## config.mk

```make
export PLATFORM = sky130hd
export DESIGN_NAME = tri_bus_arbiter
export DESIGN_NICKNAME = d
export VERILOG_FILES = /design/src/rtl/tri_bus_arbiter.sv
export SDC_FILE = /design/constraint.sdc
export NUM_CORES = 1
export LEC_CHECK = 0
export CAP_MARGIN = 20
export CORE_AREA = 4 4 57 54
export DETAILED_ROUTE_END_ITERATION = 10
export DIE_AREA = 0 0 61 58
export GPL_ROUTABILITY_DRIVEN = 1
export HOLD_SLACK_MARGIN = 0.02
export PLACE_DENSITY = 0.68
export SLEW_MARGIN = 30
export SYNTH_ARGS = -nofsm -noshare
export SYNTH_HDL_FRONTEND = slang
export SYNTH_SLANG_ARGS = --single-unit
```

## constraint.sdc

```tcl
create_clock -name clk -period 2.07 [get_ports clk]
set_input_delay 0.207 -clock clk [delete_from_list [all_inputs] [get_ports clk]]
set_output_delay 0.207 -clock clk [all_outputs]
set_load 0.005 [all_outputs]
```

## src/rtl/tri_bus_arbiter.sv

```systemverilog
// Round-robin owner selection for a shared tri-state bus, with a one-cycle
// all-released turnaround between owners and a cap on each ownership period.
module tri_bus_arbiter #(
  parameter int N        = 4,
  parameter int MAX_HOLD = 8
) (
  input  logic                 clk,
  input  logic                 rst_n,
  input  logic [N-1:0]         req,
  output logic [N-1:0]         grant,
  output logic [N-1:0]         oe,
  output logic [$clog2(N)-1:0] owner,
  output logic                 busy
);

  localparam int PW = $clog2(N);
  localparam int CW = $clog2(MAX_HOLD + 1);

  typedef enum logic [1:0] {
    IDLE = 2'd0,
    TURN = 2'd1,
    OWN  = 2'd2
  } state_t;

  state_t        state_reg, state_next;
  logic [PW-1:0] ptr_reg, ptr_next;
  logic [CW-1:0] cnt_reg, cnt_next;
  logic [N-1:0]  grant_reg, grant_next;
  logic [N-1:0]  oe_reg, oe_next;
  logic [PW-1:0] owner_reg, owner_next;
  logic          busy_reg, busy_next;

  logic [N-1:0]  rot_req;
  logic [PW-1:0] win_off;
  logic [PW:0]   win_sum;
  logic [PW-1:0] winner;
  logic [N-1:0]  win_onehot;
  logic [PW-1:0] ptr_after;
  logic          rel;

  // rot_req[i] is the request of requester (ptr + i) mod N, so bit 0 has top priority
  generate
    for (genvar gi = 0; gi < N; gi++) begin : g_rot
      logic [PW:0]   sum;
      logic [PW-1:0] idx;
      assign sum = {1'b0, ptr_reg} + (PW+1)'(gi);
      assign idx = (sum >= (PW+1)'(N)) ? PW'(sum - (PW+1)'(N)) : PW'(sum);
      assign rot_req[gi] = req[idx];
    end
  endgenerate

  always_comb begin
    win_off = '0;
    for (int i = N - 1; i >= 0; i--) begin
      if (rot_req[i]) win_off = PW'(i);
    end
  end

  assign win_sum    = {1'b0, ptr_reg} + {1'b0, win_off};
  assign winner     = (win_sum >= (PW+1)'(N)) ? PW'(win_sum - (PW+1)'(N)) : PW'(win_sum);
  assign win_onehot = N'(1) << winner;
  assign ptr_after  = (winner == PW'(N - 1)) ? '0 : winner + PW'(1);

  assign rel = !req[owner_reg] || (cnt_reg == CW'(MAX_HOLD));

  always_comb begin
    state_next = state_reg;
    ptr_next   = ptr_reg;
    cnt_next   = cnt_reg;
    grant_next = grant_reg;
    oe_next    = oe_reg;
    owner_next = owner_reg;

    case (state_reg)
      IDLE: begin
        if (|req) begin
          grant_next = win_onehot;
          owner_next = winner;
          ptr_next   = ptr_after;
          state_next = TURN;
        end
      end

      // Owner is committed even if its request drops here; release comes from OWN.
      TURN: begin
        oe_next    = grant_reg;
        cnt_next   = CW'(1);
        state_next = OWN;
      end

      OWN: begin
        if (!rel) begin
          cnt_next = cnt_reg + CW'(1);
        end else begin
          oe_next  = '0;
          cnt_next = '0;
          if (|req) begin
            grant_next = win_onehot;
            owner_next = winner;
            ptr_next   = ptr_after;
            state_next = TURN;
          end else begin
            grant_next = '0;
            owner_next = '0;
            state_next = IDLE;
          end
        end
      end

      default: begin
        state_next = IDLE;
        grant_next = '0;
        oe_next    = '0;
        owner_next = '0;
        cnt_next   = '0;
      end
    endcase
  end

  assign busy_next = (state_next != IDLE);

  always_ff @(posedge clk) begin
    if (!rst_n) begin
      state_reg <= IDLE;
      ptr_reg   <= '0;
      cnt_reg   <= '0;
      grant_reg <= '0;
      oe_reg    <= '0;
      owner_reg <= '0;
      busy_reg  <= 1'b0;
    end else begin
      state_reg <= state_next;
      ptr_reg   <= ptr_next;
      cnt_reg   <= cnt_next;
      grant_reg <= grant_next;
      oe_reg    <= oe_next;
      owner_reg <= owner_next;
      busy_reg  <= busy_next;
    end
  end

  assign grant = grant_reg;
  assign oe    = oe_reg;
  assign owner = owner_reg;
  assign busy  = busy_reg;

endmodule

```

==> flow_summary.yaml, run 1 <==
setup_path:
  critPathSlowestCell: "mux4_2"
  crit_chain: "mux4_2, and3_4, or4_4, or3_4, o31ai_4"
  worstPathMaxFanout: 2
  critPathTopFamily: "simple AND/OR/NAND/NOR gates"
  rr_worst_depth: 5
  path_depth: 5
  arrival_ns: 2.39
  path_buf_inv: 0
  critPathMaxStageDelay_ns: 0.52
  worstSetupPathType: "reg2reg"
  startpoint_type: "flip-flop"
  cp_data_required_time_ns: 2.28
  end_kind: "flip-flop"
sta:
  tightest_slew_ns: 0.280
  maxSlewHeadroom_pct: 81.2
  fmax_ghz: 0.458
  tns_ns: -0.208
  setup_viol: 2
  final.setup.worst_slack_ns: -0.114
  slew_violations: 0
  finalCriticalPeriod_ns: 2.18
  post-route-period-util_pct: 106
  skew_ns: 0.00668
  rsz0062_at_grt: "true"
  hold_violations: 0
synthesis:
  yosys.area.top_type: "dfxtp_1"
  yosysUniqueCellTypes: 37
  synth_top_family_by_area: "simple AND/OR/NAND/NOR gates"
  synth.net_count: 151
  synth-seq-cells: 19
  synth_adder_area_share_pct: 8.97
  synthMuxAreaShare_pct: 2.02
  yosys.area_share.simple_pct: 27.8
  yosys_warnings: 0
  synth_compound_area_share_pct: 20.2
  synthCells: 137
  seq_area_frac_synth_pct: 34.1
  synthesis.area_sq_um: 1120
  synth_area_leaders: "dfxtp_1, ha_1, nand2_1"
  synthXorXnorAreaFrac_pct: 0.785
  syn_area_per_cell_sq_um: 8.15
  synth_top_area_share_pct: 34.1
final_layout:
  fin_nets: 193
  final_util_pct: 66.4
  drive_gt1_share_pct: 31.5
  n_antenna_cell: 0
  syn2layout_area_growth_pct: 44.3
global_routing:
  grt_pass1_wl_um: 5110
  grt_overflow: 0
  track_usage_pct: 18.9
  antenna_found_initial: 0
  grt_max_degree: 17
  grt_pass1_vias: 1095
status:
  violations: "setup timing"
  status: "complete, but fails checks"
cts:
  cts_tree: "built"
  cts.sinks: 19
  cts-buffers-inserted: 3
  cts_hold_buf: 0
  cts_max_path_buffers: 2
  htreeDepth: 1
  insertion_delay_ns: 0.29
  clk_pin_slew_worst_paths_ns: 0.10
  cts_root_buffer: "clkbuf_4"
floorplanning:
  die_w_um: 61
  core_area_sq_um: 2420
  start_util_pct: 46.0
  ios: 17
  die_y_um: 58
  dieArea_sq_um: 3540
  num_rows: 17
placed_design:
  hpwl_um: 2300
  port_buffers: 16
  dp_worst_setup_slack_ns: -0.497
  gp_congestion: 0.786
pwr:
  peakVddDrop_mv: 0.849
  p_leak_nw: 0.669
  pwr_density_cell_nw_per_um2: 1150
detailed_routing:
  drt_wl_total_um: 3170
  num_vias: 1185
  post_drt_wl_per_cell_um: 15.4
  viasPerCell: 5.75
  firstDrtPassIters: 4
  route.detailed.drc: 0
  drt_iter0_markers: 46
  ant_nets: 0
worst_hold_path:
  worstHoldPathType: "reg2reg"
  min_path_cells: 2
run:
  drv_cap: 0
[synthesized netlist by cell type (all sizes together)]
library cell / number
a21o: 2
and3: 4
nand3b: 4
o211ai: 1
nand2: 16
nor2: 12
dfxtp: 19
nor4: 2
nand3: 7
and3b: 1
or2: 1
o22ai: 1
a22o: 1
nand4: 1
nor3: 1
a21boi: 1
o311ai: 1
o2111ai: 1
inv: 6
xor2: 1
o21ai: 9
o31ai: 4
ha: 8
nand4b: 2
or4: 2
buf: 3
o31a: 2
or4b: 2
or2b: 1
o21a: 1
a21oi: 10
or3: 2
a31oi: 2
clkbuf: 5
mux4: 1
[timing repair]
item                       in CTS  in global routing
gates resized for setup         7                 21
setup endpoints to repair       7                  9
setup buffers                   0                  3
pin swaps                       1                  7
[metrics by stage]
step                instance area (sq um)  cells  power (mW)  hold WS, ns
floorplan                            1130    137        1.05        0.338
CTS                                  1520    203        1.72        0.490
global route                         1610    206        2.00        0.516
detailed placement                   1470    199        1.49        0.470
finish                               1610    206        1.85        0.486
global placement                     1470    199        1.46        0.462
[final cells by class]
type,count,area (sq um)
fillers,203,815
clock buffers,3,22.5
flip-flops and latches,19,387
multi-input cells,104,747
clock inverters,1,5.00
inverters,6,22.5
repair buffers,45,392
well taps,28,35.0
[cell usage in the layout (no fill, tap or decap), types with 2 or more instances in the layout]
cell and n:
dfxtp_2 2, nor2_1 10, o31a_1 2, clkbuf_4 3, o31ai_1 2, a31oi_1 2, clkdlybuf4s50_1 12, buf_6 2
ha_1 6, dfxtp_1 16, nor2_2 2, ha_2 2, a21o_1 2, dlymetal6s2s_1 3, nand3b_1 4, inv_1 6
nand4b_1 2, nand2_1 15, nand3_1 7, a21oi_1 9, nor4_2 2, and3_1 3, o21ai_0 8, buf_4 27
[layer usage]
layer | routed length, um | global-route usage, % | vias up
li1 | - | - | 582
met1 | 1390 | 26.4 | 551
met2 | 1550 | 29.6 | 48
met3 | 185 | 4.45 | 4
met4 | 36 | 4.02 | 0
met5 | 0 | 0 | -
[power by group]
| group | total, mW | switching (mW) | leakage, nW | internal (mW) |
|---|---|---|---|---|
| logic | 1.12 | 0.538 | 0.495 | 0.584 |
| clock network | 0.184 | 0.112 | 0.0177 | 0.0718 |
| registers | 0.547 | 0.0870 | 0.156 | 0.460 |
| total | 1.85 | 0.737 | 0.669 | 1.12 |
[kinds of logic (layout without fill, tap and decap cells)]
kind of cell | count (synthesis) | count (layout)
AOI/OAI and AO/OA | 36 | 36
buffers and inverters | 14 | 55
xor gates and xnor gates | 1 | 1
adders and majority gates | 8 | 8
DFF | 19 | 19
muxes | 1 | 1
and+or+nand+nor | 58 | 58
[path summary, 6_finish.rpt]
| kind | startpoint | slack [ns] | to |
|---|---|---|---|
| worst max-delay path | owner[0] | -0.11 | grant[2] |
| worst min-delay path | grant[1] | 0.49 | grant[1] |
| worst max register to register | owner[0] | -0.11 | grant[2] |
| worst min register to register | grant[1] | 0.49 | grant[1] |
[tightest hold or removal path, delay by kind of cell, from the launching register on]
family	cells	cell delay, ns
DFF	1	0.34
and+or+nand+nor	1	0.06
AOI/OAI and AO/OA	1	0.05
(Power assumes the default switching activity.)
==> run 2, diff against run 1 <==
Settings changed: SETUP_SLACK_MARGIN set to 0.15.
==> run 2 against run 1 <==
Critical path depth is 4 higher; clock power is 9% higher; final cell count is 4.4% higher; the run still ends with setup timing left; sequential cell count stayed put; fmax is 1.0% lower; combinational power is 29% higher; largest cell class unchanged; via count is 6.8% higher; die area stayed put.
==> flow_summary.yaml, run 2 (synthesized netlist as in run 1, its figures left out) <==
detailed_routing:
  ant_nets: 0
  post_drt_wl_per_cell_um: 17.6
  drt_iter0_markers: 113
  firstDrtPassIters: 4
  drt_wl_total_um: 3780
  viasPerCell: 5.88
  num_vias: 1265
  route.detailed.drc: 0
final_layout:
  n_antenna_cell: 0
  final_util_pct: 74.6
  stdcell_area_sq_um: 1810
  drive_gt1_share_pct: 41.7
  syn2layout_area_growth_pct: 62.1
  fin_nets: 202
  fillers: 157
  final_common_cell: "buf_4"
  final_cell_mix: "buf_4, dfxtp_1, nand2_1"
  seq_area_sq_um: 387
  multiInputGateArea_sq_um: 858
floorplanning:
  num_rows: 17
  die_y_um: 58
  dieArea_sq_um: 3540
  ios: 17
  start_util_pct: 46.0
  core_area_sq_um: 2420
  die_w_um: 61
sta:
  skew_ns: 0.00523
  slew_violations: 0
  post-route-period-util_pct: 107
  hold_violations: 0
  setup_viol: 7
  maxSlewHeadroom_pct: 78.7
  tightest_slew_ns: 0.320
  fmax_ghz: 0.453
  tns_ns: -0.509
  rsz0062_at_grt: "true"
  final.setup.worst_slack_ns: -0.137
  finalCriticalPeriod_ns: 2.21
pwr:
  pwr_density_cell_nw_per_um2: 1210
  peakVddDrop_mv: 0.780
  p_leak_nw: 0.714
global_routing:
  grt_max_degree: 16
  grt_overflow: 0
  track_usage_pct: 20.6
  antenna_found_initial: 0
  grt_pass1_wl_um: 5440
  grt_pass1_vias: 1145
placed_design:
  dp_worst_setup_slack_ns: -0.420
  hpwl_um: 2240
  placed_area_sq_um: 1490
  gp_congestion: 0.864
  port_buffers: 16
cts:
  cts-buffers-inserted: 3
  htreeDepth: 1
  cts_hold_buf: 0
  cts_root_buffer: "clkbuf_4"
  cts_tree: "built"
  insertion_delay_ns: 0.31
  clk_pin_slew_worst_paths_ns: 0.11
  cts.sinks: 19
  cts_max_path_buffers: 2
status:
  violations: "setup timing"
  status: "complete, but fails checks"
setup_path:
  worstSetupPathType: "reg2reg"
  startpoint_type: "flip-flop"
  cp_data_required_time_ns: 2.30
  worstPathMaxFanout: 5
  end_kind: "flip-flop"
  rr_worst_depth: 9
  arrival_ns: 2.44
  reg2reg_slack_ns: -0.14
worst_hold_path:
  worstHoldPathType: "reg2reg"
  min_path_cells: 2
run:
  drv_cap: 0
## run 2: cell count changes in the layout (fill, tap and decap cells not counted), sizes merged
cell / change
buf: +8
clkbuf: +2
clkinv: -1
dlygate4sd2: +3
dlymetal6s2s: -3
## run 2: routing by layer
metal  share of wire (%)  track usage (%)
met1                  42             26.6
met2                  49             33.7
met3                 6.4             4.23
met4                 3.0             6.81
met5                   0                0
## run 2: cell type report
| class | count | share of cell area, % |
|---|---|---|
| multi-input cells | 104 | 47.4 |
| well taps | 28 | 1.94 |
| repair buffers | 54 | 26.6 |
| inverters | 6 | 1.24 |
| clock buffers | 4 | 1.45 |
| flip-flops and latches | 19 | 21.4 |
## run 2: what timing repair did
action	4_1_cts	5_1_grt
pin swaps	16	20
gates cloned	0	1
gates resized for setup	20	33
hold endpoints to repair	0	0
setup buffers	9	2
setup endpoints to repair	11	15
## run 2: through the flow
| stage | total power [mW] | hold WS (ns) | cells |
|---|---|---|---|
| final | 2.19 | 0.494 | 215 |
| after global routing | 2.31 | 0.511 | 215 |
| after CTS | 1.85 | 0.489 | 212 |
| after detailed placement | 1.52 | 0.471 | 199 |
| after global placement | 1.49 | 0.461 | 199 |
| after floorplan | 1.10 | 0.338 | 137 |
## run 2: where the power goes
group / switching (mW) / internal [mW] / total [mW]
clock network: 0.126 / 0.0754 / 0.201
logic: 0.707 / 0.738 / 1.44
registers: 0.0862 / 0.460 / 0.546
## run 2: critical path, cell delays in order (launching register included)
cell and delay [ns]:
dfxtp_2 0.36, mux4_2 0.52, and3_4 0.20, buf_4 0.13
buf_6 0.12, buf_8 0.13, buf_4 0.14, nor2_1 0.27
nand2_1 0.10, a21oi_1 0.16
## run 2: final timing paths
| path | startpoint | endpoint |
|---|---|---|
| setup / recovery | owner[0] | ptr_reg[0] |
| hold / removal | oe[0] | oe[0] |
| setup reg to reg | owner[0] | ptr_reg[0] |
| hold reg to reg | oe[0] | oe[0] |
==> run 3, diff against run 2 <==
Settings changed: CAP_MARGIN 20 to unset.
==> results of run 3 <==
Same layout as run 2: the final DEF is identical, and so are final timing and power.
